File: src/rtl/wb_port_arbiter_pkg.sv
// Shared types for the register-file write-port arbiter.
// Grant-source encoding and default widths used by the arbiter and bench.
package wb_port_arbiter_pkg;

    localparam int unsigned DATA_W_DEF = 32;
    localparam int unsigned ADDR_W_DEF = 5;
    localparam int unsigned ZERO_REG   = 0;

    typedef enum logic [1:0] {
        GNT_NONE = 2'd0,
        GNT_PIPE = 2'd1,
        GNT_FIFO = 2'd2,
        GNT_BYP  = 2'd3
    } gnt_t;

endpackage

File: src/rtl/wb_result_fifo.sv
// Synchronous result FIFO with occupancy count, sync active-low reset.
// A push while full is ignored even if a pop happens in the same cycle.
module wb_result_fifo #(
    parameter int unsigned W     = 37,
    parameter int unsigned DEPTH = 2,
    localparam int unsigned PW   = $clog2(DEPTH),
    localparam int unsigned CW   = PW + 1
) (
    input  logic          clk,
    input  logic          reset,
    input  logic          push,
    input  logic          pop,
    input  logic [W-1:0]  din,
    output logic [W-1:0]  dout,
    output logic [CW-1:0] count,
    output logic          full,
    output logic          empty
);

    logic [W-1:0]  mem [DEPTH];
    logic [PW-1:0] wr_ptr;
    logic [PW-1:0] rd_ptr;
    logic [CW-1:0] cnt;
    logic          do_push;
    logic          do_pop;

    assign full    = (cnt == CW'(DEPTH));
    assign empty   = (cnt == '0);
    assign do_push = push && !full;
    assign do_pop  = pop && !empty;
    assign dout    = mem[rd_ptr];
    assign count   = cnt;

    // Storage array: written on accepted push, never reset.
    always_ff @(posedge clk) begin
        if (do_push) begin
            mem[wr_ptr] <= din;
        end
    end

    // Pointer and occupancy bookkeeping.
    always_ff @(posedge clk) begin
        if (!reset) begin
            wr_ptr <= '0;
            rd_ptr <= '0;
            cnt    <= '0;
        end else begin
            if (do_push) begin
                wr_ptr <= wr_ptr + PW'(1);
            end
            if (do_pop) begin
                rd_ptr <= rd_ptr + PW'(1);
            end
            case ({do_push, do_pop})
                2'b10:   cnt <= cnt + CW'(1);
                2'b01:   cnt <= cnt - CW'(1);
                default: cnt <= cnt;
            endcase
        end
    end

endmodule

File: src/rtl/wb_port_arbiter.sv
// Register-file write-port arbiter: pipeline writeback vs. buffered mul/div.
// Optional same-cycle bypass of multi-cycle results: define WB_BYPASS_EN.
module wb_port_arbiter
    import wb_port_arbiter_pkg::*;
#(
    parameter int unsigned DATA_W       = DATA_W_DEF,
    parameter int unsigned ADDR_W       = ADDR_W_DEF,
    parameter int unsigned FIFO_DEPTH   = 2,
    parameter int unsigned STARVE_LIMIT = 4,
    localparam int unsigned CW          = $clog2(FIFO_DEPTH) + 1
) (
    input  logic              clk,
    input  logic              reset,
    input  logic              regwrite_mem_wb,
    input  logic              MemtoReg_mem_wb,
    input  logic [DATA_W-1:0] read_data_mem_wb,
    input  logic [DATA_W-1:0] result_mem_wb,
    input  logic [ADDR_W-1:0] Reg_dest_op_mem_wb,
    input  logic              mc_valid,
    input  logic [DATA_W-1:0] mc_data,
    input  logic [ADDR_W-1:0] mc_dest,
    output logic              mc_ready,
    output logic              rf_we,
    output logic [ADDR_W-1:0] rf_waddr,
    output logic [DATA_W-1:0] rf_wdata,
    output logic              pipe_stall,
    output logic [CW-1:0]     fifo_count,
    output logic              protocol_err
);

    localparam int unsigned EW    = ADDR_W + DATA_W;
    localparam int unsigned AGE_W = $clog2(STARVE_LIMIT + 1);

    logic [EW-1:0]     fifo_dout;
    logic [ADDR_W-1:0] head_dest;
    logic [DATA_W-1:0] head_data;
    logic              fifo_full;
    logic              fifo_empty;
    logic              fifo_push;
    logic              fifo_pop;
    gnt_t              gnt;
    logic              forced;
    logic [AGE_W-1:0]  age;
    logic              armed;
    logic              stall_fire;

    assign head_dest = fifo_dout[EW-1:DATA_W];
    assign head_data = fifo_dout[DATA_W-1:0];

    assign mc_ready   = reset && !fifo_full;
    assign fifo_pop   = reset && (gnt == GNT_FIFO);
    assign fifo_push  = mc_valid && mc_ready && (gnt != GNT_BYP);
    assign stall_fire = armed && !fifo_empty
                      && (age == AGE_W'(STARVE_LIMIT));

    wb_result_fifo #(
        .W     (EW),
        .DEPTH (FIFO_DEPTH)
    ) u_fifo (
        .clk   (clk),
        .reset (reset),
        .push  (fifo_push),
        .pop   (fifo_pop),
        .din   ({mc_dest, mc_data}),
        .dout  (fifo_dout),
        .count (fifo_count),
        .full  (fifo_full),
        .empty (fifo_empty)
    );

    // Pick the write-port owner: forced FIFO, pipeline, idle-slot FIFO.
    always_comb begin
        gnt = GNT_NONE;
        if (forced && !fifo_empty) begin
            gnt = GNT_FIFO;
        end else if (regwrite_mem_wb) begin
            gnt = GNT_PIPE;
        end else if (!fifo_empty) begin
            gnt = GNT_FIFO;
        end
`ifdef WB_BYPASS_EN
        else if (mc_valid) begin
            gnt = GNT_BYP;
        end
`endif
    end

    // Route the winner onto the write port; r0 writes are suppressed.
    always_comb begin
        rf_waddr = '0;
        rf_wdata = '0;
        unique case (gnt)
            GNT_PIPE: begin
                rf_waddr = Reg_dest_op_mem_wb;
                rf_wdata = MemtoReg_mem_wb ? read_data_mem_wb
                                           : result_mem_wb;
            end
            GNT_FIFO: begin
                rf_waddr = head_dest;
                rf_wdata = head_data;
            end
            GNT_BYP: begin
                rf_waddr = mc_dest;
                rf_wdata = mc_data;
            end
            default: begin
                rf_waddr = '0;
                rf_wdata = '0;
            end
        endcase
        rf_we = reset && (gnt != GNT_NONE)
              && (rf_waddr != ADDR_W'(ZERO_REG));
    end

    // Head age, one-shot bubble request, forced grant and error pulse.
    always_ff @(posedge clk) begin
        if (!reset) begin
            age          <= '0;
            armed        <= 1'b1;
            pipe_stall   <= 1'b0;
            forced       <= 1'b0;
            protocol_err <= 1'b0;
        end else begin
            pipe_stall   <= stall_fire;
            forced       <= pipe_stall;
            protocol_err <= forced && !fifo_empty && regwrite_mem_wb;
            if (fifo_empty || fifo_pop) begin
                age   <= '0;
                armed <= 1'b1;
            end else begin
                if (age != AGE_W'(STARVE_LIMIT)) begin
                    age <= age + AGE_W'(1);
                end
                if (stall_fire) begin
                    armed <= 1'b0;
                end
            end
        end
    end

endmodule

File: config.mk
export PLATFORM = sky130hd
export DESIGN_NAME = wb_port_arbiter
export DESIGN_NICKNAME = d
export VERILOG_FILES = /design/src/rtl/wb_port_arbiter_pkg.sv /design/src/rtl/wb_result_fifo.sv /design/src/rtl/wb_port_arbiter.sv
export SDC_FILE = /design/constraint.sdc
export NUM_CORES = 1
export LEC_CHECK = 0
export CAP_MARGIN = 20
export CORE_MARGIN = 3
export CORE_UTILIZATION = 47
export DETAILED_ROUTE_END_ITERATION = 8
export MAX_ROUTING_LAYER = met4
export PLACE_DENSITY = 0.84
export REMOVE_ABC_BUFFERS = 1
export SLEW_MARGIN = 10
export SYNTH_ARGS = -nofsm -noshare
export SYNTH_HDL_FRONTEND = slang
export SYNTH_SLANG_ARGS = --single-unit
File: constraint.sdc
create_clock -name clk -period 6 [get_ports clk]
set_input_delay 0.9 -clock clk [delete_from_list [all_inputs] [get_ports clk]]
set_output_delay 0.9 -clock clk [all_outputs]
set_load 0.005 [all_outputs]
# After elaboration in Yosys (flattened, before gate mapping)
# Memory sizes are Yosys's and may differ from the RTL's. A register that Yosys moved wholly into a read port is not among the register bits.
# Cells that the tools add are included.
# classes
add_sub_neg	5
n_eq_ne	9
n_mux	11
bitwise	1
n_reduce_logical	20
# ops
op	count
32-bit case mux with 3 select lines	1
32-bit two-way mux	1
5-bit case mux with 3 select lines	1
1-bit logical AND	12
2-bit equality test, second input constant	4
2-bit two-way mux	3
5-bit nonzero test	1
2-bit by 1-bit equality test with 1-bit output, second input constant	2
1-bit two-way mux	4
2-bit case mux with 2 select lines	1
2-bit nonzero test	2
3-bit by 1-bit adder with 3-bit output, second input constant	1
3-bit equality test, second input constant	1
3-bit != test, second input constant	1
1-bit adder, second input constant	2
2-bit by 1-bit adder with 2-bit output, second input constant	1
1-bit zero test	2
2-bit zero test	1
2-bit != test, second input constant	1
2-bit OR reduction	1
2-bit by 1-bit subtractor with 2-bit output, second input constant	1
1-bit logical OR	1
1-bit NOT	1
# totals
reg_bits	11
ram_bits	74
in_bits	111
output_inout_bits	43
elab_cells	55
n_memories	1
# memory_table
name	words	width	rd	rd_ports_with_merged_regs	wr	line	source
u_fifo.mem	2	37	1	1	1	wb_result_fifo.sv:20	logic [W-1:0] mem [DEPTH];

# Longest topological paths before layout
# Gate-level depths: netlist of the first run.
# depth
ltp_word	9
mapped_depth	8
mapped_depth_nobuf	7

# Hierarchy
# From an unflattened synthesis of the first run, not the netlist that was laid out.
# hier_totals
cells_unflattened	295
hier_area_um2	3940.0
# by_module_without_submodules
module	n_inst	cells_each	area_per_inst_um2	seq_area_each_um2
wb_result_fifo	1	141	2895.3	2322.2
wb_port_arbiter	1	154	1044.8	140.1

# Worst setup path after synthesis of the first run
# No wires, ideal clock.
# synth_path
path_type	input to register
start	in reset
end	mem u_fifo.mem[0][0] (enable)
setup_time_ns	0.433
arrival_ns	2.727
required_ns	5.567
setup_slack_ns	2.840
path_stages	3
path_buffers	1
path_cell_list	buf_6 > o211ai_1 > nor2_1
# synth_via
elab_chain_len	6
# synth_lines
element	line	source
from (decl)	wb_port_arbiter.sv:13	input logic reset,
1-bit logical AND	wb_port_arbiter.sv:50	assign mc_ready = reset && !fifo_full;
1-bit logical AND (2 in a row)	wb_port_arbiter.sv:52	assign fifo_push = mc_valid && mc_ready && (gnt != GNT_BYP);
1-bit logical AND	wb_result_fifo.sv:29	assign do_push = push && !full;
1-bit two-way mux	wb_result_fifo.sv:36	if (do_push) begin
1-bit two-way mux (not written as such)	wb_result_fifo.sv:37	mem[wr_ptr] <= din;
to (decl)	wb_result_fifo.sv:20	
# Every way passes these cells.

# Final worst setup path of the first run
# layout_path
start	in regwrite_mem_wb
end	out rf_we
# layout_via
elab_chain_len	6
word_cells_on_any_way	10
cone_classes	3 x eq/ne; 3 x mux; 4 x reduce/logical
# layout_lines
element	line	source
from (decl)	wb_port_arbiter.sv:14	input logic regwrite_mem_wb,
2-bit two-way mux *	wb_port_arbiter.sv:76	end else if (regwrite_mem_wb) begin
2-bit two-way mux *	wb_port_arbiter.sv:74	if (forced && !fifo_empty) begin
2-bit equality test or 2-bit by 1-bit equality test with 1-bit output (tied branches)	wb_port_arbiter.sv:92	unique case (gnt)
5-bit case mux with 3 select lines	wb_port_arbiter.sv:92	
5-bit nonzero test	wb_port_arbiter.sv:112	&& (rf_waddr != ADDR_W'(ZERO_REG));
1-bit logical AND *	wb_port_arbiter.sv:112	
to (decl)	wb_port_arbiter.sv:23	output logic rf_we,
# Mark *: on every way between the ends. The rest lies on a longest branch, timed or not.

==> flow_summary.json, run 1 <==
{
  "cts.repair.resized": 0,
  "synth-simple-area-share_pct": 4.51,
  "cts_setup_buffers": 0,
  "setup-violations-final": 0,
  "fin_setup_tns_ps": 0,
  "grt_max_degree": 39,
  "nNetsFinal": 526,
  "finalMaxSlewViolations": 0,
  "track_usage_pct": 19.1,
  "placed_area_mm2": 0.00543,
  "start_util_pct": 49.1,
  "synth-adder-area-share_pct": 0.973,
  "period_share_pct": 74.0,
  "synth-edff-count": 74,
  "cap_viol_max_count": 0,
  "via_per_inst": 5.33,
  "power.density_mw_per_mm2": 242,
  "grt_pass1_wl_mm": 13.0,
  "critPathMaxFanout": 18,
  "slew_headroom_pct": 36.5,
  "synthTopCellsByArea": "edfxtp_1, mux2i_1, dfxtp_1",
  "cpLargestDelayFamily": "buffers and inverters",
  "finClkSkew_ps": 9.44,
  "outcome": "completed",
  "peakVddDrop_mv": 0.174,
  "grt_pass1_vias": 2711,
  "crit_top_cell": "clkdlybuf4s50_1",
  "synth_seq_area_share_pct": 63.9,
  "n_antenna_cell": 0,
  "place_hpwl_mm": 6.37,
  "drtPass1Iterations": 4,
  "hold_path.class": "reg2reg",
  "synthXorXnorAreaFrac_pct": 0.909,
  "utilization_pct": 71.8,
  "layout-drive-gt1-share_pct": 6.71,
  "crit_type": "in2out",
  "area_growth_pct": 46.2,
  "synthesis.area_mm2": 0.00386,
  "avgRoutedWirePerCell_um": 17.0,
  "synth_area_leader_cell": "edfxtp_1",
  "row_count": 32,
  "synth-compound-area-share_pct": 8.44,
  "hold_buffers": 0,
  "overflow": 0,
  "fill_cells": 548,
  "synth_top_area_share_pct": 57.6,
  "drc": 0,
  "dieWidth_um": 96.6,
  "gp_congestion": 0.810,
  "final_area_mm2": 0.00564,
  "min_period_ps": 4440,
  "cts_htree_levels": 3,
  "first_iter_violations": 117,
  "path_buf_inv": 3,
  "hold_violations": 0,
  "cts_tree": "done",
  "wirelength_mm": 8.80,
  "synth_seq_cells": 86,
  "cts_buffer_depth": 2,
  "vias": 2766,
  "slowest_delay_ps": 610,
  "start_kind": "input pin",
  "ys.flop_type": "edfxtp_1",
  "cp.required_ps": 5100,
  "syn_inst": 263,
  "synthMuxAreaShare_pct": 17.9,
  "cp_cell_sequence": "clkdlybuf4s50_1 -> and2b_1 -> or2_1 -> buf_4 -> o22ai_2 -> o21a_1 -> clkdlybuf4s50_1",
  "ys_async_sr_fraction_pct": 0,
  "p_leak_nw": 1.93,
  "cts_buffers": 9,
  "fmax_mhz": 225,
  "io_pins": 154,
  "crit_arrival_ps": 3540,
  "synth_top_family_by_area": "multiplexers",
  "synth_common_cells": "edfxtp_1, mux2i_1, o22ai_1, dfxtp_1, clkbuf_1",
  "io_buffers": 153,
  "die_h_um": 96.6,
  "clock_latency_ps": 340,
  "core_mm2": 0.00785,
  "cp-end-kind": "output port",
  "dieArea_mm2": 0.00933,
  "whs_ps": 494,
  "worst_pin_slew_ps": 952,
  "avgSynthCellArea_um2": 14.7,
  "clkSlewWorstSetupHoldPaths_ps": 80,
  "yosysWarnings": 0,
  "antenna_found_initial": 0,
  "root_buffer": "clkbuf_8",
  "cp_slowest_cell": "clkdlybuf4s50_1",
  "postRouteAntennaNets": 0,
  "synthDistinctLibCells": 35,
  "yosysMostFrequentCell": "edfxtp_1",
  "cts_sinks": 86,
  "rsz0062_at_grt": "false"
}
-- power by group --
group	internal (mW)	switching, mW	total, mW
sequential	0.675	0.0138	0.689
clock	0.191	0.194	0.385
combinational	0.179	0.112	0.291
total	1.05	0.320	1.37
-- cell usage in the layout, fill, tap and decap left out, types with 2 or more instances in the layout --
master and count:
clkdlybuf4s50_1 152, edfxtp_1 74, mux2i_1 69, o22ai_1 32
dfxtp_1 11, clkbuf_8 9, nand2_1 8, and2_1 5
inv_1 4, o21a_1 4, xnor2_1 4, o32ai_1 3
nor2_1 3, ha_1 3, buf_4 3, nor2_4 2
and3_2 2, nand3_1 2, o21ai_0 2, clkinvlp_4 2
-- cell families (layout without fill, tap and decap cells) --
group	Yosys count	after routing
buffers and inverters	23	177
AO/OA/AOI/OAI	47	47
XOR/XNOR	4	4
adder cells (fa/ha/maj)	3	3
multiplexers	69	69
flip-flops	86	86
AND/OR/NAND/NOR	31	31
-- path summary, 6_finish.rpt --
check	startpoint	to	slack, ps	depth (start not counted)
min	armed	pipe_stall	490	1
max reg2reg	u_fifo.count[0]	u_fifo.count[1]	3980	6
max	regwrite_mem_wb	rf_we	1560	7
min reg2reg	armed	pipe_stall	490	1
-- registers in the layout (all words and copies together), names as in the netlist, named ones only --
signal	count
age	3
armed	1
forced	1
pipe_stall	1
protocol_err	1
u_fifo.count	2
u_fifo.mem	74
u_fifo.rd_ptr	1
u_fifo.wr_ptr	1
-- stage by stage --
stage          worst slack, ps  cells  power, mW
6_report                  1560    519       1.37
2_1_floorplan             2550    244      0.821
3_5_place_dp              1550    502      0.994
3_3_place_gp              1650    502      0.986
4_1_cts                   1560    518       1.37
5_1_grt                   1390    519       1.42
-- final cells by class --
class / instances / area, µm² / area share, %
Sequential cell: 86 / 2460 / 43.7
Multi-Input combinational cell: 154 / 1270 / 22.6
Inverter: 4 / 15.0 / 0.266
Clock buffer: 10 / 128 / 2.26
Timing Repair Buffer: 157 / 1570 / 27.8
Clock inverter: 6 / 62.6 / 1.11
Tap cell: 102 / 128 / 2.26
-- routing by layer --
metal	up-vias	wire length, µm	GRT usage, %
li1	1325	-	-
met1	1325	3230	21.0
met2	109	4730	33.9
met3	7	753	4.18
met4	0	93	7.13
met5	-	0	-
Power figures use the tool's default switching activity.
==> run 2, diff against run 1 <==
- CORE_UTILIZATION: 47 -> 43
- PLACE_DENSITY: 0.84 -> 0.78
- clock period: 6 -> 4.6 ns (I/O delays scaled with it)
==> flow_summary.json, run 2 (same netlist as run 1, synthesis figures left out) <==
{
  "outcome": "completed",
  "layout-drive-gt1-share_pct": 6.94,
  "worstSetupEndpoint": "rf_we",
  "drtPass1Iterations": 5,
  "dp_cells": 506,
  "cts_htree_levels": 3,
  "largest_reg_flops": 74,
  "overflow": 0,
  "critPathMaxFanout": 8,
  "start_util_pct": 45.6,
  "final_cell_count_no_fill": 524,
  "worst-r2r-setup-slack_ps": 2610,
  "postRouteAntennaNets": 0,
  "clkSlewWorstSetupHoldPaths_ps": 70,
  "row_count": 33,
  "rsz0062_at_grt": "false",
  "cts.repair.resized": 0,
  "r2r_cells": 6,
  "nNetsFinal": 527,
  "cap_viol_max_count": 0,
  "fin_setup_tns_ps": 0,
  "antenna_found_initial": 1,
  "crit_arrival_ps": 2890,
  "die_h_um": 101,
  "critPathLaunch": "regwrite_mem_wb",
  "gp_congestion": 0.769,
  "cp-end-kind": "output port",
  "drc": 0,
  "area_growth_pct": 46.8,
  "clock_latency_ps": 340,
  "wirelength_mm": 8.45,
  "first_iter_violations": 58,
  "finClkSkew_ps": 6.31,
  "setup-violations-final": 0,
  "via_per_inst": 5.21,
  "slew_headroom_pct": 35.0,
  "fmax_mhz": 279,
  "cts_sinks": 86,
  "cts_setup_buffers": 0,
  "grt_max_degree": 39,
  "grt_pass1_wl_mm": 13.1,
  "period_share_pct": 77.8,
  "power.density_mw_per_mm2": 314,
  "min_period_ps": 3580,
  "finalMaxSlewViolations": 0,
  "start_kind": "input pin",
  "multi_input_area_mm2": 0.00127,
  "regArea_mm2": 0.00246,
  "peakVddDrop_mv": 0.266,
  "fill_cells": 629,
  "root_buffer": "clkbuf_8",
  "r2r-start": "u_fifo.count[0]",
  "cts_tree": "done",
  "dieArea_mm2": 0.0101,
  "grt_pass1_vias": 2750,
  "layout.cells.most_common": "clkdlybuf4s50_1",
  "regMostFlops": "u_fifo.mem",
  "worst_pin_slew_ps": 974,
  "core_mm2": 0.00846,
  "hold_path.class": "reg2reg",
  "cp.required_ps": 3910,
  "io_buffers": 153,
  "hold_buffers": 0,
  "hold_violations": 0,
  "reg2reg_to": "u_fifo.count[1]",
  "final_cell_mix": "clkdlybuf4s50_1, edfxtp_1, mux2i_1",
  "crit_type": "in2out",
  "dieWidth_um": 101,
  "track_usage_pct": 17.0,
  "place_hpwl_mm": 6.16,
  "vias": 2731,
  "avgRoutedWirePerCell_um": 16.1,
  "io_pins": 154,
  "p_leak_nw": 1.95,
  "cts_buffers": 9,
  "cts_buffer_depth": 2
}
run 2: cell count changes in the layout (fill, tap and decap cells not counted):
cell        delta
buf_16         +1
buf_4          +1
clkinvlp_4     -1
clkinv_1       -1
clkbuf_1       +1
clkinv_4       +1
diode_2        +1
buf_12         -1
run 2: worst min-delay path by stage:
| stage | to | start | cells past startpoint | slack (ps) |
|---|---|---|---|---|
| 5_1_grt | pipe_stall | armed | 1 | 510 |
| 6_report | pipe_stall | armed | 1 | 480 |
| 3_5_place_dp | pipe_stall | armed | 1 | 480 |
| 2_1_floorplan | armed | armed | 2 | 460 |
| 4_1_cts | pipe_stall | armed | 1 | 490 |
| 3_3_place_gp | forced | pipe_stall | 1 | 470 |
run 2: stage by stage:
step                      util, %  setup WS, ps  hold slack (ps)  area, µm²  power [mW]
after detailed placement     64.2          1020              476       5440        1.30
final                        66.9          1020              482       5660        1.78
after CTS                    66.5          1020              487       5630        1.79
after global routing         66.9           913              505       5660        1.86
after global placement       64.2          1080              466       5440        1.29
after floorplan                 -          1360              458       3740        1.07
run 2: layer usage:
layer / up-vias / wire, µm / part of all wire [%] / track usage (%)
li1: 1328 / - / - / -
met1: 1289 / 3260 / 39 / 19.5
met2: 104 / 4390 / 52 / 29.7
met3: 10 / 698 / 8.3 / 3.18
met4: 0 / 104 / 1.2 / 5.91
met5: - / 0 / 0 / -
run 2: layout make-up:
cell class | instances | share of cell area, %
diodes | 1 | 0.0442
inverters | 4 | 0.265
clock buffers | 11 | 2.32
well taps | 105 | 2.32
flip-flops and latches | 86 | 43.5
repair buffers | 158 | 28.0
multi-input cells | 154 | 22.5
clock inverters | 5 | 1.06
run 2: power breakdown:
| part | leakage [nW] | switching [mW] | internal, mW | total (mW) |
|---|---|---|---|---|
| logic | 1.07 | 0.148 | 0.236 | 0.384 |
| clock network | 0.0935 | 0.242 | 0.252 | 0.494 |
| registers | 0.777 | 0.0165 | 0.881 | 0.898 |
run 2: critical path: stages:
cell and delay, ps:
clkdlybuf4s50_1 610, and2b_1 310, o32ai_2 140, or4_1 530
o21a_1 180, clkdlybuf4s50_1 440
==> run 3, diff against run 2 <==
- CORE_UTILIZATION: 43 -> 39
- PLACE_DENSITY: 0.78 -> 0.74
- clock period: 4.6 -> 3.1 ns (I/O delays scaled with it)
==> flow_summary.json, run 3 (same netlist as run 1, synthesis figures left out) <==
{
  "period_share_pct": 93.5,
  "path_depth": 6,
  "first_iter_violations": 50,
  "cp-end-kind": "output port",
  "path_buf_inv": 2,
  "min_period_ps": 2900,
  "crit_type": "reg2out",
  "grt_pass1_vias": 2775,
  "crit_top_cell": "o21a_1",
  "p_leak_nw": 1.96,
  "clock_latency_ps": 340,
  "worstHoldStart": "armed",
  "hold_end": "pipe_stall",
  "worst_pin_slew_ps": 571,
  "critPathMaxFanout": 33,
  "track_usage_pct": 15.9,
  "worst-r2r-setup-slack_ps": 1130,
  "drc": 0,
  "start_kind": "flop",
  "finalMaxSlewViolations": 0,
  "dieArea_mm2": 0.0111,
  "slowest_delay_ps": 550,
  "reg2reg_to": "u_fifo.count[1]",
  "cts_htree_levels": 3,
  "cpLargestDelayFamily": "buffers and inverters",
  "setup-violations-final": 0,
  "cts_buffers": 9,
  "place_hpwl_mm": 6.35,
  "n_antenna_cell": 0,
  "cap_viol_max_count": 0,
  "layout-drive-gt1-share_pct": 7.58,
  "cts_sinks": 86,
  "rsz0062_at_grt": "false",
  "grt_max_degree": 34,
  "totalPowerFinal_mw": 2.56,
  "r2r-start": "u_fifo.count[0]",
  "cp_slowest_cell": "dfxtp_1",
  "cts_tree": "done",
  "cts_setup_buffers": 0,
  "gp_congestion": 0.767,
  "largest_reg_flops": 74,
  "wirelength_mm": 8.60,
  "avgRoutedWirePerCell_um": 15.6,
  "cp.required_ps": 2630,
  "io_pins": 154,
  "regMostFlops": "u_fifo.mem",
  "nNetsFinal": 531,
  "drtPass1Iterations": 4,
  "critPathLaunch": "u_fifo.count[0]",
  "r2r_cells": 6,
  "hold_violations": 0,
  "layout.cells.most_common": "clkdlybuf4s50_1",
  "antenna_found_initial": 0,
  "hold_path.class": "reg2reg",
  "core_mm2": 0.00942,
  "fin_setup_tns_ps": 0,
  "finClkSkew_ps": 10.8,
  "min_path_cells": 1,
  "fmax_mhz": 345,
  "cp_cell_sequence": "o21a_1 -> nand2b_1 -> buf_4 -> o22ai_2 -> o21a_1 -> clkdlybuf4s50_1",
  "area_growth_pct": 47.7,
  "dieWidth_um": 105,
  "grt_pass1_wl_mm": 13.4,
  "peakVddDrop_mv": 0.281,
  "start_util_pct": 41.0,
  "final_cell_mix": "clkdlybuf4s50_1, edfxtp_1, mux2i_1",
  "row_count": 35,
  "cts_buffer_depth": 2,
  "vias": 2752,
  "power.density_mw_per_mm2": 449,
  "die_h_um": 105,
  "overflow": 0,
  "crit_arrival_ps": 2430,
  "outcome": "completed",
  "slew_headroom_pct": 62.0,
  "fill_cells": 738,
  "root_buffer": "clkbuf_8",
  "io_buffers": 153,
  "clkSlewWorstSetupHoldPaths_ps": 80,
  "via_per_inst": 4.99,
  "postRouteAntennaNets": 0
}
[run 3: worst max-delay path by stage]
stage / endpoint / slack, ps
global placement: rf_we / 180
floorplan: rf_we / 90
detailed placement: rf_we / 140
finish: rf_we / 200
global route: rf_we / 80
CTS: rf_we / 140
[run 3: worst register-to-register path: cells and delay by family, from the launching register on]
kind            cells  cell delay, ps
simple gates        4             930
compound gates      1             160
fa+ha+maj           1             260
flops               1             550
[run 3: final cells by class]
| cell class | count | area (µm²) | area share [%] |
|---|---|---|---|
| Clock inverter | 2 | 10.0 | 0.176 |
| Multi-Input combinational cell | 154 | 1270 | 22.3 |
| Inverter | 4 | 15.0 | 0.264 |
| Tap cell | 129 | 161 | 2.83 |
| Clock buffer | 14 | 153 | 2.68 |
| Sequential cell | 86 | 2460 | 43.3 |
| Timing Repair Buffer | 162 | 1620 | 28.4 |
[run 3: layer usage]
layer / part of all wire [%] / GRT usage [%] / routed length, µm / vias to the layer above
met2: 51 / 25.9 / 4350 / 104
li1: - / - / - / 1330
met3: 6.7 / 3.86 / 580 / 10
met4: 2.0 / 8.53 / 176 / 0
met1: 41 / 18.0 / 3490 / 1308
met5: 0 / - / 0 / -
[run 3: stage by stage]
step	util, %	area [µm²]	setup slack [ps]	hold slack (ps)	instances
global placement	58.7	5530	183	469	535
floorplan	-	3740	86.2	458	244
global route	60.5	5690	75.8	490	551
finish	60.5	5690	203	475	551
CTS	60.5	5690	138	479	551
detailed placement	58.7	5530	140	470	535
[run 3: where the power goes]
group | total, mW | internal [mW] | switching [mW]
combinational | 0.570 | 0.351 | 0.219
clock | 0.657 | 0.312 | 0.344
sequential | 1.33 | 1.31 | 0.0239
[run 3: repair_timing]
item / CTS / global route
setup endpoints to repair: 0 / 1
endpoints found under the hold margin: 0 / 0
hold buffers: 0 / 0
gates resized for setup: 0 / 1
